## src/rtl/full_subtractor_seq_if.sv

```systemverilog
// Interface bundling the data/valid signals of full_subtractor_seq.
// master: drives operands and samples results (bench or upstream slice).
// slave : the subtractor itself.
interface full_subtractor_seq_if;
  logic in_valid;
  logic a;
  logic b;
  logic cin;
  logic diff;
  logic borrow;
  logic out_valid;
  logic chk_err;

  modport master (
    output in_valid, a, b, cin,
    input  diff, borrow, out_valid, chk_err
  );

  modport slave (
    input  in_valid, a, b, cin,
    output diff, borrow, out_valid, chk_err
  );
endinterface

```

## src/rtl/full_subtractor_seq.sv

```systemverilog
// Registered 1-bit full subtractor: {borrow,diff} = a - b - cin, one cycle latency.
// Optional build macro FULL_SUB_CHECK_EN adds a registered arithmetic reference
// path and a sticky chk_err flag; without it chk_err is tied low.
//
// Handshake: valid-only, no ready. Operands are taken on every rising edge
// where in_valid=1 and the result appears on diff/borrow with out_valid=1 for
// exactly the following cycle. Edges with in_valid=0 leave diff/borrow unchanged
// and drop out_valid, so operands are ignored (X-safe) while in_valid is low.
module full_subtractor_seq #(
  parameter logic RESET_DIFF   = 1'b0,
  parameter logic RESET_BORROW = 1'b0
) (
  input  logic                 clk,
  input  logic                 rst,
  full_subtractor_seq_if.slave bus
);

  logic diff_q;
  logic borrow_q;
  logic out_valid_q;
  logic diff_next;
  logic borrow_next;

  // Boolean full-subtract of the current operands.
  always_comb begin
    diff_next   = bus.a ^ bus.b ^ bus.cin;
    borrow_next = (~bus.a & bus.b) | (~(bus.a ^ bus.b) & bus.cin);
  end

  // Result register: load on valid, hold otherwise; out_valid tracks in_valid.
  always_ff @(posedge clk or posedge rst) begin
    if (rst) begin
      diff_q      <= RESET_DIFF;
      borrow_q    <= RESET_BORROW;
      out_valid_q <= 1'b0;
    end else begin
      out_valid_q <= bus.in_valid;
      if (bus.in_valid) begin
        diff_q   <= diff_next;
        borrow_q <= borrow_next;
      end
    end
  end

  assign bus.diff      = diff_q;
  assign bus.borrow    = borrow_q;
  assign bus.out_valid = out_valid_q;

`ifdef FULL_SUB_CHECK_EN
  logic [1:0] ref_q;
  logic       chk_err_q;

  // Independent reference: 2-bit arithmetic subtract, registered alongside the result.
  always_ff @(posedge clk or posedge rst) begin
    if (rst) begin
      ref_q <= {RESET_BORROW, RESET_DIFF};
    end else if (bus.in_valid) begin
      ref_q <= {1'b0, bus.a} - {1'b0, bus.b} - {1'b0, bus.cin};
    end
  end

  // Sticky error: set on any presented result that disagrees with the reference.
  always_ff @(posedge clk or posedge rst) begin
    if (rst) begin
      chk_err_q <= 1'b0;
    end else if (out_valid_q && ({borrow_q, diff_q} != ref_q)) begin
      chk_err_q <= 1'b1;
    end
  end

  assign bus.chk_err = chk_err_q;
`else
  assign bus.chk_err = 1'b0;
`endif

endmodule

```

## src/flat_wrapper.sv

```systemverilog
// flat-port wrapper written by rule: the top's interface ports become plain ports
module full_subtractor_seq_flat 
#(
  parameter logic RESET_DIFF   = 1'b0,
  parameter logic RESET_BORROW = 1'b0
)
  (clk, rst, bus_in_valid, bus_a, bus_b, bus_cin, bus_diff, bus_borrow, bus_out_valid, bus_chk_err);
  full_subtractor_seq_if bus_i ();
  input  logic clk;
  input  logic rst;
  input wire logic [$bits(bus_i.in_valid)-1:0] bus_in_valid;
  input wire logic [$bits(bus_i.a)-1:0] bus_a;
  input wire logic [$bits(bus_i.b)-1:0] bus_b;
  input wire logic [$bits(bus_i.cin)-1:0] bus_cin;
  output wire logic [$bits(bus_i.diff)-1:0] bus_diff;
  output wire logic [$bits(bus_i.borrow)-1:0] bus_borrow;
  output wire logic [$bits(bus_i.out_valid)-1:0] bus_out_valid;
  output wire logic [$bits(bus_i.chk_err)-1:0] bus_chk_err;
  assign bus_i.in_valid = bus_in_valid;
  assign bus_i.a = bus_a;
  assign bus_i.b = bus_b;
  assign bus_i.cin = bus_cin;
  assign bus_diff = bus_i.diff;
  assign bus_borrow = bus_i.borrow;
  assign bus_out_valid = bus_i.out_valid;
  assign bus_chk_err = bus_i.chk_err;
  full_subtractor_seq #(.RESET_DIFF(RESET_DIFF), .RESET_BORROW(RESET_BORROW)) u_core (.clk(clk), .rst(rst), .bus(bus_i));
endmodule
```

## config.mk

```make
export PLATFORM = sky130hd
export DESIGN_NAME = full_subtractor_seq_flat
export DESIGN_NICKNAME = d
export VERILOG_FILES = /design/src/rtl/full_subtractor_seq_if.sv /design/src/rtl/full_subtractor_seq.sv /design/src/flat_wrapper.sv
export SDC_FILE = /design/constraint.sdc
export NUM_CORES = 1
export LEC_CHECK = 0
export ABC_CLOCK_PERIOD_IN_PS = 2600
export CAP_MARGIN = 20
export CORE_AREA = 2 2 39 41
export DETAILED_ROUTE_END_ITERATION = 8
export DIE_AREA = 0 0 41 43
export HOLD_SLACK_MARGIN = 0.06
export SLEW_MARGIN = 40
export SYNTH_ARGS = -nofsm -noshare
export SYNTH_HDL_FRONTEND = slang
export SYNTH_SLANG_ARGS = --single-unit
```

## constraint.sdc

```tcl
create_clock -name clk -period 2.6 [get_ports clk]
set_clock_uncertainty 0.1 [all_clocks]
set_input_delay 0.26 -clock clk [delete_from_list [all_inputs] [get_ports clk]]
set_output_delay 0.26 -clock clk [all_outputs]
set_load 0.02 [all_outputs]
```

==> results.rst <==
.. list-table::
   :header-rows: 1

   * - Metric
     - Value
   * - CTS clock-pin slew for the worst setup and hold paths
     - 40 ps
   * - Routed met1 length
     - 78 um
   * - Clock sink total
     - 3
   * - Final Total Pwr
     - 175 uW
   * - Number of fill cells in the layout
     - 152
   * - # IOs
     - 10
   * - Buffering stage count on the worst path with inverters included
     - 1
   * - Number of instances resized during post-cts repair
     - 0
   * - Most frequent cells after synthesis
     - 3 x sky130_fd_sc_hd__dfrtp_1, 3 x sky130_fd_sc_hd__inv_1
   * - Combined area of all synthesized cells
     - 141 um2
   * - Maximum VDD drop
     - approximately 110 uV
   * - Share of the synthesized area in the top cell type
     - 53.1%
   * - Post-synthesis instance total
     - 12
   * - Total negative slack
     - 0 ps
   * - Detailed Routing Iterations Pass 1
     - 1
   * - IO Port Bufs
     - 8
   * - GRT Overall Usage
     - 4.82%
   * - Final Slew Violations
     - 0
   * - Maximum number of buffers from clock root to sink
     - 2
   * - Chip Height
     - 43 um
   * - Number of vias per cell
     - 2.77
   * - Finished Core Util
     - roughly a fifth
   * - Count of buffers added by post-CTS timing repair for setup
     - 0
   * - Top fanout value on the critical path
     - 2
   * - Fraction of the yosys area taken by sequential cells
     - between 50% and 60%
   * - Post-Place Worst Slack
     - 871 ps
   * - Unrepaired setup endpoints after global routing
     - no
   * - Root Driver
     - sky130_fd_sc_hd__clkbuf_4
   * - Area of the core
     - 0.00138 mm2
   * - CTS tree
     - done
   * - Remaining design rule violation count
     - 0
   * - Post-layout nets
     - 31
   * - Number of buffers inserted during clock tree synthesis
     - 3
   * - Antenna Violating Nets Remaining
     - 0
   * - Worst path top cell family by delay
     - buffers and inverters
   * - Post-synth top area cell
     - sky130_fd_sc_hd__dfrtp_1
   * - Die Area
     - 0.00176 mm2
   * - Shortest clock period the worst path allows after layout
     - 1540 ps
   * - Layout overhead on the synthesized area
     - 84.1%
   * - Initial core utilization
     - 10.2%
   * - Leakage
     - 0.119 nW
   * - Yosys warns
     - 0
   * - Peak per-stage delay on the critical path
     - 600 ps
   * - Multi-input combinational cell area
     - 47.5 um2
   * - Number of antenna cells inserted
     - 0
   * - Net count of the mapped netlist
     - 19
   * - Cell-by-cell listing of the critical path
     - clkdlybuf4s50_1
   * - Critical path origin
     - u_core.bus.diff
   * - Endpoint type of the worst setup path
     - primary output
   * - Cell types occupying the most area after synthesis
     - sky130_fd_sc_hd__dfrtp_1 53%, sky130_fd_sc_hd__fa_1 14%, sky130_fd_sc_hd__mux2_4 11%
   * - Die Width
     - around 41 um
   * - Result of the run
     - complete, no violations
   * - Startpoint of the most critical register-to-register path
     - u_core.bus.diff
   * - Count of flip-flops with a built-in enable after synthesis
     - 0
   * - Met2 wirelength from detailed routing
     - 173 um
   * - Arrival time reported for the critical path endpoint
     - 1180 ps
   * - Placed cell area
     - 234 um2
   * - Post-route setup slack
     - 1060 ps
   * - DR WL/cell
     - 7.03 um
   * - Main flop type after synthesis
     - sky130_fd_sc_hd__dfrtp_1
   * - Wire length on met3
     - 21 um
   * - Clock latency of the later-clocked register in the worst-skew pair
     - 230 ps
   * - Library cell contributing the largest single delay on the critical path
     - sky130_fd_sc_hd__clkdlybuf4s50_1
   * - Ratio of cells with drive above 1 in the final layout
     - about 17%
   * - Synth unique cells
     - 8
   * - Number of hold-slack violations in the final timing report
     - 0
   * - Highest layer used for signal routing
     - met3
   * - Vias in the first global route
     - 122
   * - Critical path start-end classification
     - flop to primary output
   * - RePlAce Congestion
     - 0.500
   * - Async S/R FF share, synth
     - 100%
   * - Flops & latches, synth
     - 3
   * - Residual overflow from global routing
     - 0
   * - Maximum operating frequency
     - 0.650 GHz
   * - FF-to-FF path depth
     - 1
   * - Critical path depth
     - 1
   * - Avg Inst Size Synth
     - roughly 12 um2
   * - Critical path required time
     - ~2200 ps
   * - H-tree levels
     - 1
   * - Final std cells w/o fill
     - 39
   * - Wire length of the first global-routing pass
     - 462 um
   * - Reported max-cap violation count
     - 0
   * - Iter 0 DRT Violations
     - 0
   * - Final design area excluding fillers
     - 260 um2
   * - Power density over cell area
     - slightly below 700 mW/mm2
   * - Maximum number of pins on one net before global-route repair
     - 5
   * - Row count
     - 14
   * - Via count
     - between 100 and 150
   * - Sequential cell area
     - 75.1 um2
   * - Startpoint Class
     - flop
   * - Post-Place Cells
     - 35
   * - Hold_buf cts
     - 0
   * - Final worst hold slack
     - 97.2 ps
   * - Ratio of final minimum period to clock period
     - 59.2%
   * - Setup-failing EPs final
     - 0
   * - Antenna violations before repair
     - 0
   * - Routed Wire Length
     - about 270 um
   * - Class of the tightest hold or removal check
     - primary input to asynchronous set/reset pin
[cell usage in the layout, fill, tap and decap left out, drive strengths merged]
cell	instances
a21oi	1
dfrtp	3
clkbuf	4
mux2	1
fa	1
inv	3
nor2	1
clkdlybuf4s50	8
conb	1
[power by group]
group          switching (mW)  internal (mW)
Combinational          0.0166         0.0223
Clock                  0.0233         0.0574
Sequential            0.00291         0.0526
Total                  0.0428          0.132
[per-layer routing]
layer	up-vias	global-route usage, %
met3	0	3.14
met5	-	0
met4	0	8.00
met2	4	6.25
met1	49	3.22
li1	55	-
[kinds of logic (layout without fill, tap and decap cells)]
kind of cell,after synthesis,in the layout,share of synthesized area (%)
compound gates,1,1,3.54
fa+ha+maj,1,1,14.2
buf+inv,4,15,13.3
flops,3,3,53.1
mux,1,1,10.6
other cells,1,1,2.65
simple gates,1,1,2.65
[state kept, by name, indices dropped and copies added (netlist names)]
signal and flops:
u_core.bus.diff 1, u_core.bus.borrow 1, u_core.bus.out_valid 1
[layout make-up]
type                    count  area share (%)
flip-flops and latches      3            28.8
clock buffers               4            10.1
well taps                  16            7.69
inverters                   3            4.33
multi-input cells           5            18.3
repair buffers              8            30.8
[final timing paths]
check,endpoint,slack [ps]
min in group clk,u_core.bus.borrow,420
worst min register to register,u_core.bus.borrow,420
worst max-delay path,bus_diff,1060
worst max register to register,u_core.bus.diff,1730
worst min-delay path,u_core.bus.out_valid,100
max in group asynchronous,u_core.bus.diff,2170
Note: power is estimated with default switching activity, not from simulation.
